File: config.mk
export PLATFORM = sky130hd
export DESIGN_NAME = sprite_palette_ram
export DESIGN_NICKNAME = d
export VERILOG_FILES = /design/src/rtl/sprite_palette_ram_pkg.sv /design/src/rtl/sprite_palette_ram_palette_store.sv /design/src/rtl/sprite_palette_ram.sv
export SDC_FILE = /design/constraint.sdc
export NUM_CORES = 2
export LEC_CHECK = 0
export BUFFER_PORTS_ARGS = -buffer_cell sky130_fd_sc_hd__buf_4
export CAP_MARGIN = 20
export CELL_PAD_IN_SITES_DETAIL_PLACEMENT = 1
export CELL_PAD_IN_SITES_GLOBAL_PLACEMENT = 1
export CORE_ASPECT_RATIO = 0.6
export CORE_MARGIN = 10
export CORE_UTILIZATION = 30
export DETAILED_ROUTE_END_ITERATION = 12
export GPL_TIMING_DRIVEN = 0
export PLACE_DENSITY = 0.47
export SLEW_MARGIN = 20
export SYNTH_ARGS = -nofsm -noshare
export SYNTH_HDL_FRONTEND = slang
export SYNTH_SLANG_ARGS = --single-unit
File: constraint.sdc
create_clock -name Clk -period 3.15 [get_ports Clk]
set_clock_uncertainty 0.2 [all_clocks]
set_input_delay 0.4725 -clock Clk [delete_from_list [all_inputs] [get_ports Clk]]
set_output_delay 0.4725 -clock Clk [all_outputs]
set_load 0.005 [all_outputs]
File: src/rtl/sprite_palette_ram_pkg.sv
// Shared types for the sprite palette RAM.
//   rgb_t           : 24-bit 8:8:8 colour
//   state_t         : init sequencer states
//   KEY_RGB_DEFAULT : default transparency key colour
package sprite_palette_ram_pkg;

  typedef logic [23:0] rgb_t;

  typedef enum logic {
    ST_INIT = 1'b0,
    ST_IDLE = 1'b1
  } state_t;

  localparam rgb_t KEY_RGB_DEFAULT = 24'h800080;

endpackage

File: src/rtl/sprite_palette_ram_palette_store.sv
// Palette colour storage: DEPTH x 24, one write port, one synchronous read
// port. A read and a write to the same address in one cycle return the old
// contents.
//   clk_i    : clock
//   we_i     : write enable
//   waddr_i  : write address
//   wdata_i  : write colour
//   raddr_i  : read address
//   rdata_o  : registered read colour (one cycle after raddr_i)
module palette_store
  import sprite_palette_ram_pkg::*;
#(
  parameter int DEPTH = 64,
  parameter int AW    = 6
) (
  input  logic          clk_i,
  input  logic          we_i,
  input  logic [AW-1:0] waddr_i,
  input  rgb_t          wdata_i,
  input  logic [AW-1:0] raddr_i,
  output rgb_t          rdata_o
);

  rgb_t mem_q [DEPTH];
  rgb_t rdata_q;

  always_ff @(posedge clk_i) begin
    if (we_i) mem_q[waddr_i] <= wdata_i;
    rdata_q <= mem_q[raddr_i];
  end

  assign rdata_o = rdata_q;

endmodule

File: src/rtl/sprite_palette_ram.sv
// Sprite palette RAM: NUM_PAL palettes of ENTRIES 24-bit colours with a
// pipelined lookup (one request per cycle) and a transparency-key flag.
// After reset an init sequencer clears every entry, one per cycle.
//   Clk, Reset            : clock, synchronous active-high reset
//   wr_en/wr_pal/wr_idx/wr_rgb : palette write (ignored while busy)
//   rd_valid_in/rd_pal/rd_idx  : lookup request
//   fade_level            : per-request brightness shift (fade build only)
//   rd_valid_out/rd_rgb/rd_transparent : lookup result
//   busy                  : init sequencer active
// Optional feature: define PALETTE_FADE_EN to add a fade output stage
// (latency 3 instead of 2).
module sprite_palette_ram
  import sprite_palette_ram_pkg::*;
#(
  parameter int   IDX_W   = 8,
  parameter int   ENTRIES = 16,
  parameter int   NUM_PAL = 4,
  parameter rgb_t KEY_RGB = KEY_RGB_DEFAULT
) (
  input  logic                       Clk,
  input  logic                       Reset,
  input  logic                       wr_en,
  input  logic [$clog2(NUM_PAL)-1:0] wr_pal,
  input  logic [IDX_W-1:0]           wr_idx,
  input  rgb_t                       wr_rgb,
  input  logic                       rd_valid_in,
  input  logic [$clog2(NUM_PAL)-1:0] rd_pal,
  input  logic [IDX_W-1:0]           rd_idx,
  input  logic [2:0]                 fade_level,
  output logic                       rd_valid_out,
  output rgb_t                       rd_rgb,
  output logic                       rd_transparent,
  output logic                       busy
);

  localparam int PW    = $clog2(NUM_PAL);
  localparam int DEPTH = NUM_PAL * ENTRIES;
  localparam int AW    = (DEPTH > 1) ? $clog2(DEPTH) : 1;
`ifdef PALETTE_FADE_EN
  localparam int STAGES = 3;
`else
  localparam int STAGES = 2;
`endif

  // Linear address: palettes laid out back to back, ENTRIES each.
  function automatic logic [AW-1:0] addr_of(input logic [PW-1:0] p,
                                            input logic [IDX_W-1:0] i);
    return AW'(p) * AW'(ENTRIES) + AW'(i);
  endfunction

  // ---------------- init sequencer ----------------
  state_t        state_q, state_d;
  logic [AW-1:0] cnt_q, cnt_d;

  always_comb begin
    state_d = state_q;
    cnt_d   = cnt_q;
    case (state_q)
      ST_INIT: begin
        if (cnt_q == AW'(DEPTH - 1)) begin
          state_d = ST_IDLE;
          cnt_d   = '0;
        end else begin
          cnt_d = cnt_q + 1'b1;
        end
      end
      default: ;
    endcase
  end

  always_ff @(posedge Clk) begin
    if (Reset) begin
      state_q <= ST_INIT;
      cnt_q   <= '0;
    end else begin
      state_q <= state_d;
      cnt_q   <= cnt_d;
    end
  end

  logic in_init;
  assign in_init = (state_q == ST_INIT);
  assign busy    = in_init;

  // ---------------- storage ----------------
  logic          wr_ok, rd_ok, st_we;
  logic [AW-1:0] st_waddr, st_raddr;
  rgb_t          st_wdata, st_rdata;

  assign wr_ok    = wr_en && !in_init && !Reset &&
                    ({1'b0, wr_idx} < (IDX_W+1)'(ENTRIES));
  assign rd_ok    = !in_init && ({1'b0, rd_idx} < (IDX_W+1)'(ENTRIES));
  assign st_we    = in_init || wr_ok;
  assign st_waddr = in_init ? cnt_q : addr_of(wr_pal, wr_idx);
  assign st_wdata = in_init ? '0 : wr_rgb;
  // Out-of-range requests read a safe address; the result is forced to 0.
  assign st_raddr = rd_ok ? addr_of(rd_pal, rd_idx) : '0;

  palette_store #(.DEPTH(DEPTH), .AW(AW)) u_store (
    .clk_i   (Clk),
    .we_i    (st_we),
    .waddr_i (st_waddr),
    .wdata_i (st_wdata),
    .raddr_i (st_raddr),
    .rdata_o (st_rdata)
  );

  // ---------------- lookup pipeline ----------------
  logic [STAGES:1] vld_pipe_q;
  logic            hit1_q;  // request is in range and was made outside INIT
  rgb_t            rgb2_q;
  logic            tr2_q;

  always_ff @(posedge Clk) begin
    if (Reset) begin
      vld_pipe_q <= '0;
      hit1_q     <= 1'b0;
      rgb2_q     <= '0;
      tr2_q      <= 1'b0;
    end else begin
      vld_pipe_q <= {vld_pipe_q[STAGES-1:1], rd_valid_in};
      hit1_q     <= rd_valid_in && rd_ok;
      if (vld_pipe_q[1] && hit1_q) begin
        rgb2_q <= st_rdata;
        tr2_q  <= (st_rdata == KEY_RGB);
      end else begin
        rgb2_q <= '0;
        tr2_q  <= 1'b0;
      end
    end
  end

  assign rd_valid_out = vld_pipe_q[STAGES];

`ifdef PALETTE_FADE_EN
  logic [2:0] fade1_q, fade2_q;
  rgb_t       rgb3_q;
  logic       tr3_q;

  function automatic rgb_t fade(input rgb_t c, input logic [2:0] s);
    return {c[23:16] >> s, c[15:8] >> s, c[7:0] >> s};
  endfunction

  // fade_level travels with its request; transparency uses the pre-fade colour.
  always_ff @(posedge Clk) begin
    if (Reset) begin
      fade1_q <= '0;
      fade2_q <= '0;
      rgb3_q  <= '0;
      tr3_q   <= 1'b0;
    end else begin
      fade1_q <= fade_level;
      fade2_q <= fade1_q;
      rgb3_q  <= vld_pipe_q[2] ? fade(rgb2_q, fade2_q) : '0;
      tr3_q   <= vld_pipe_q[2] && tr2_q;
    end
  end

  assign rd_rgb         = rgb3_q;
  assign rd_transparent = tr3_q;
`else
  logic unused_fade;
  assign unused_fade    = ^fade_level;
  assign rd_rgb         = rgb2_q;
  assign rd_transparent = tr2_q;
`endif

endmodule

After elaboration in Yosys (flattened, before gate mapping). Memory sizes are Yosys's and may differ from the RTL's. A register that Yosys moved wholly into a read port is not among the register bits. Index checks and enable logic that the tools add are counted.

Output and inout bits: 27. Bits in writable memories: 1536. Memories: 1. Register bits: 35. Word-level logic and storage cells: 33. Input bits: 51.

Magnitude comparators: 2. Bitwise logic cells: 2. Reduce and logical (&&, ||, !) cells: 9. Multiplexer cells: 8. Equal/unequal tests: 2. $add $sub $neg: 3.

Memories: u_store.mem_q (depth 64, width 24, rd ports 1, clocked after memory_dff 1, write ports 1, line sprite_palette_ram_palette_store.sv:24) `rgb_t mem_q [DEPTH];`.

Operators by type and width (number): 24-bit equality test, second input constant (1); 24-bit two-way mux (1); 6-bit two-way mux (3); 8-bit by 5-bit < comparator with 1-bit output, second input constant (2); 6-bit adder (2); 6-bit by 1-bit adder with 6-bit output, second input constant (1); 6-bit equality test, second input constant (1); 1-bit logical AND (6); 1-bit two-way mux (4); 1-bit inverter (2); 2-bit OR reduction (1); 1-bit zero test (1); 1-bit logical OR (1).

Depth between registers and ports, before layout.
Depth after elaboration: 6. Gate-level depth with buffers: 10. Depth with buffers taken out: 7.

By module. From an unflattened synthesis, not the netlist that was laid out.

Cell total of the unflattened synthesis: 2765. Area total of the unflattened synthesis: 60803.3 um^2.

Modules (own cells, without submodules): palette_store (area an instance 59295.6 um^2, sequential area each 46604.7 um^2, cells each 2610, times used 1); sprite_palette_ram (area an instance 1507.7 um^2, sequential area each 700.7 um^2, cells each 155, times used 1).

Least setup slack after synthesis. No wires, ideal clock.

Path type: reg2reg. Start: register state_q. End: memory u_store.mem_q[0][0] (netlist bit), enable pin. Library setup time: 405 ps. Path buffers: 4. Clock period less this slack: 3367 ps. Required time: 2545 ps. Arrival time: 2762 ps. Stages on the path, launching flop included: 8. Path slack: -217 ps. Cell sequence: dfxtp_1 buf_2 buf_2 buf_2 buf_1 mux2i_1 nand2_1 nor2_1.

Cells in the longest elaborated chain, start to end: 6. Elaborated cells on any way between the ends: 8. Classes of those cells: 3 x mux; 1 x bitwise; 4 x reduce/logical.

RTL lines: start: declaration (line sprite_palette_ram.sv:52) `state_t state_q, state_d;`; start signal: assignment (line sprite_palette_ram.sv:76) `state_q <= state_d;`; 1-bit logical AND (3 in a row) (line sprite_palette_ram.sv:90) `assign wr_ok = wr_en && !in_init && !Reset &&`; 1-bit logical OR (line sprite_palette_ram.sv:93) `assign st_we = in_init || wr_ok;`; 1-bit two-way mux (line sprite_palette_ram_palette_store.sv:28) `if (we_i) mem_q[waddr_i] <= wdata_i;`; 1-bit two-way mux (not written as such) (line sprite_palette_ram_palette_store.sv:28); end: declaration (line sprite_palette_ram_palette_store.sv:24).

Parallel ways exist; a longest one is shown, timed or not.

Final worst setup path.
Start: input rd_idx[1]. End: register u_store.rdata_q[10] (netlist: u_store.rdata_o[10]) (read register of u_store.mem_q).

Cells in the longest elaborated chain, start to end: 3. Elaborated cells on any way between the ends: 4. Classes of those cells: 1 x add/sub; 1 x order compare; 1 x mux; 1 x reduce/logical.

RTL lines: start: declaration (line sprite_palette_ram.sv:28) `input logic [IDX_W-1:0] rd_idx,`; 8-bit by 5-bit < comparator with 1-bit output (line sprite_palette_ram.sv:92) `assign rd_ok = !in_init && ({1'b0, rd_idx} < (IDX_W+1)'(ENTRIES));`; 1-bit logical AND (line sprite_palette_ram.sv:92); 6-bit two-way mux (*) (line sprite_palette_ram.sv:97) `assign st_raddr = rd_ok ? addr_of(rd_pal, rd_idx) : '0;`; end: declaration (line sprite_palette_ram_palette_store.sv:25) `rgb_t rdata_q;`.

Every way passes the cells marked *; elsewhere a longest branch is shown, timed or not. A chain may end at the register's enable or synchronous reset.

==> results.toml <==
[outcome]
outcome = "complete, but fails checks"
violations = "setup timing"

[placement]
dp_hpwl_um = 174000
place_area_sq_mm = 0.0679
pre_cts_ws_ns = -2.56
port_buffers = 71
gp_congestion = 0.921

[synthesis]
synth_cells = 3472
async_flop_share = 0
ys_warn_count = 0
yosys.area_share.xor_xnor = 0.000714
synth-seq-area-share = 0.771
synth_compound_area_frac = 0.0960
synth_top_family_by_area = "compound AO/OA/AOI/OAI gates"
synth-seq-cells = 1595
synth_edf_count = 1536
syn_nets = 3526
avgSynthCellArea_sq_um = 17.7
yosys.area_share.simple = 0.0396
netlist_area_sq_mm = 0.0613
synth_fa_ha_area_frac = 0.000612
synth.area.mux_share = 0.0722
synth_cell_types = 74
synth_flop_cell = "edfxtp_1"

[critical_path]
critPathCaptureType = "flip-flop"
arrival_ns = 3.92
start_kind = "input pin"
path_common_cell = "buf_2"
critPathMaxFanout = 10
crit_type = "input pin to flip-flop"
crit_buf_inv = 4
crit_required_ns = 3.70
critPathMaxStageDelay_ns = 0.61
crit_slowest_cell = "o21ai_0"
crit_chain = "buf_2 -> buf_2 -> clkbuf_4 -> clkbuf_2 -> a211oi_1 -> o21ai_0 -> nand2_1 -> o221ai_2 -> a32o_1"
ff2ff_setup_slack_ns = -0.20
critPathTopFamily = "buffers and inverters"

[die]
die_area_sq_mm = 0.224
core_sq_mm = 0.203
die_x_um = 604
start_util = 0.302
io_pins = 78
dieHeight_um = 370
rows = 128

[detailed_routing]
via_per_inst = 5.63
dr.pass1.iters = 5
first_iter_violations = 5870
drc_errors = 0
ant_nets = 0
vias = 38200
wl_per_cell_um = 37.2
wirelength_um = 253000

[min_path]
min_path_type = "input pin to flip-flop"

[global_route]
grt_usage = 0.218
grt_first_pass_wirelength_um = 336000
grt_max_degree = 65
antenna_found_initial = 33
overflow = 0
grt_pass1_vias = 36500

[power]
power_leakage_nw = 25.5
ir_worst_vdd_v = 0.000380
power_density_mw_per_mm2 = 578

[cts]
clockBufferDepth = 4
clk_latency_ns = 0.83
root_buffer = "clkbuf_16"
clk_pin_slew_ns = 0.06
cts_sinks = 1595
htree_levels = 4
cts_tree = "done"
cts-buffers-inserted = 167

[finish]
area_delta_synth_final_pct = 24.7
utilization = 0.377
layout_commonest_cell = "edfxtp_1"
nNetsFinal = 3988
final_cell_mix = "edfxtp_1 (1,536), nand2_1 (206), buf_4 (204)"
finalInstanceArea_sq_mm = 0.0765
drive_above_1_share = 0.284

[job]
maxCapViolCount = 0

[timing]
whs_ns = 0.0379
max_slew_margin = 0.130
tns_ns = -1.93
fin_crit_sh = 1.07
hold_violations = 0
min_period_ns = 3.38
fmax_mhz = 296
maxSlewViolCount = 0
rsz0062_at_grt = "true"
worst_slack_ns = -0.226
final-setup-viol-count = 26
tightest_slew_ns = 1.30
[metrics by stage]
stage | power (mW) | std cells
floorplan | 24.2 | 3472
global placement | 24.8 | 6273
detailed placement | 24.9 | 6361
CTS | 44.5 | 6767
global route | 45.5 | 6783
finish | 44.2 | 6792
[layer usage]
| layer | track usage | up-vias | share of wire |
|---|---|---|---|
| li1 | - | 15200 | - |
| met1 | 0.346 | 20600 | 0.48 |
| met2 | 0.288 | 1971 | 0.39 |
| met3 | 0.0572 | 358 | 0.10 |
| met4 | 0.0561 | 4 | 0.029 |
| met5 | 0 | - | 0.00011 |
[synthesized netlist by cell type, drive strengths merged, types with 16 or more instances]
library cell     n  area share
edfxtp        1536        0.75
nand2          230       0.014
o21ai          177       0.014
mux2i          140       0.023
buf            127       0.012
a221oi         118       0.017
clkbuf         113      0.0069
mux4            96       0.035
nor2            91      0.0061
a21oi           88      0.0072
o221ai          82       0.012
mux2            77       0.014
a22oi           60      0.0073
a211oi          59      0.0074
dfxtp           59       0.019
and3            54      0.0055
a31oi           47      0.0048
a221o           29      0.0047
nor2b           28      0.0029
and2            27      0.0028
a222oi          24      0.0039
nor3            24      0.0030
a311oi          20      0.0029
o211ai          17      0.0021
a211o           16      0.0023
or3             16      0.0016
[area by class of cell]
| type | count | area, sq um |
|---|---|---|
| fillers | 20000 | 127000 |
| flip-flops and latches | 1595 | 47300 |
| multi-input cells | 1640 | 14900 |
| clock buffers | 208 | 4470 |
| repair buffers | 290 | 4090 |
| well taps | 2730 | 3420 |
| plain buffers | 232 | 1510 |
| clock inverters | 80 | 728 |
| inverters | 8 | 40.0 |
| diodes | 9 | 22.5 |
[final timing paths]
check / from / end / cells after the start
max reg2reg: state_q / u_store.rdata_o[13] / 6
min reg2reg: u_store.rdata_o[3] / rd_rgb[3] / 1
max: rd_idx[1] / u_store.rdata_o[10] / 9
min: wr_rgb[9] / u_store.mem_q[52][9] / 2
[where the power goes]
| group | internal, mW | switching (mW) | total (mW) |
|---|---|---|---|
| Combinational | 0.498 | 1.01 | 1.51 |
| Sequential | 23.0 | 0.0535 | 23.1 |
| Clock | 11.2 | 8.44 | 19.6 |
| Total | 34.7 | 9.51 | 44.2 |
[what timing repair did]
| action | in CTS | in global routing |
|---|---|---|
| setup buffers | 105 | 15 |
| endpoints found under the hold margin | 55 | 0 |
| gates resized for setup | 360 | 89 |
| cloned | 10 | 1 |
| setup endpoints to repair | 2988 | 621 |
| pin swaps | 97 | 24 |
| hold buffers | 9 | 0 |
[state kept, by name (all words and copies together), names as in the netlist]
signal and flops:
cnt_q 6, hit1_q 1, rd_rgb 24, rd_transparent 1
state_q 1, u_store.mem_q 1536, u_store.rdata_o 24, vld_pipe_q 2
[cell families (layout without fill, tap and decap cells)]
| kind of cell | count (synthesis) | in the layout |
|---|---|---|
| flops | 1595 | 1595 |
| compound gates | 807 | 807 |
| simple gates | 501 | 512 |
| mux | 313 | 313 |
| buf+inv | 248 | 818 |
| xor+xnor | 5 | 5 |
| fa+ha+maj | 3 | 3 |
| other cells | 0 | 9 |
Power figures use the tool's default switching activity.
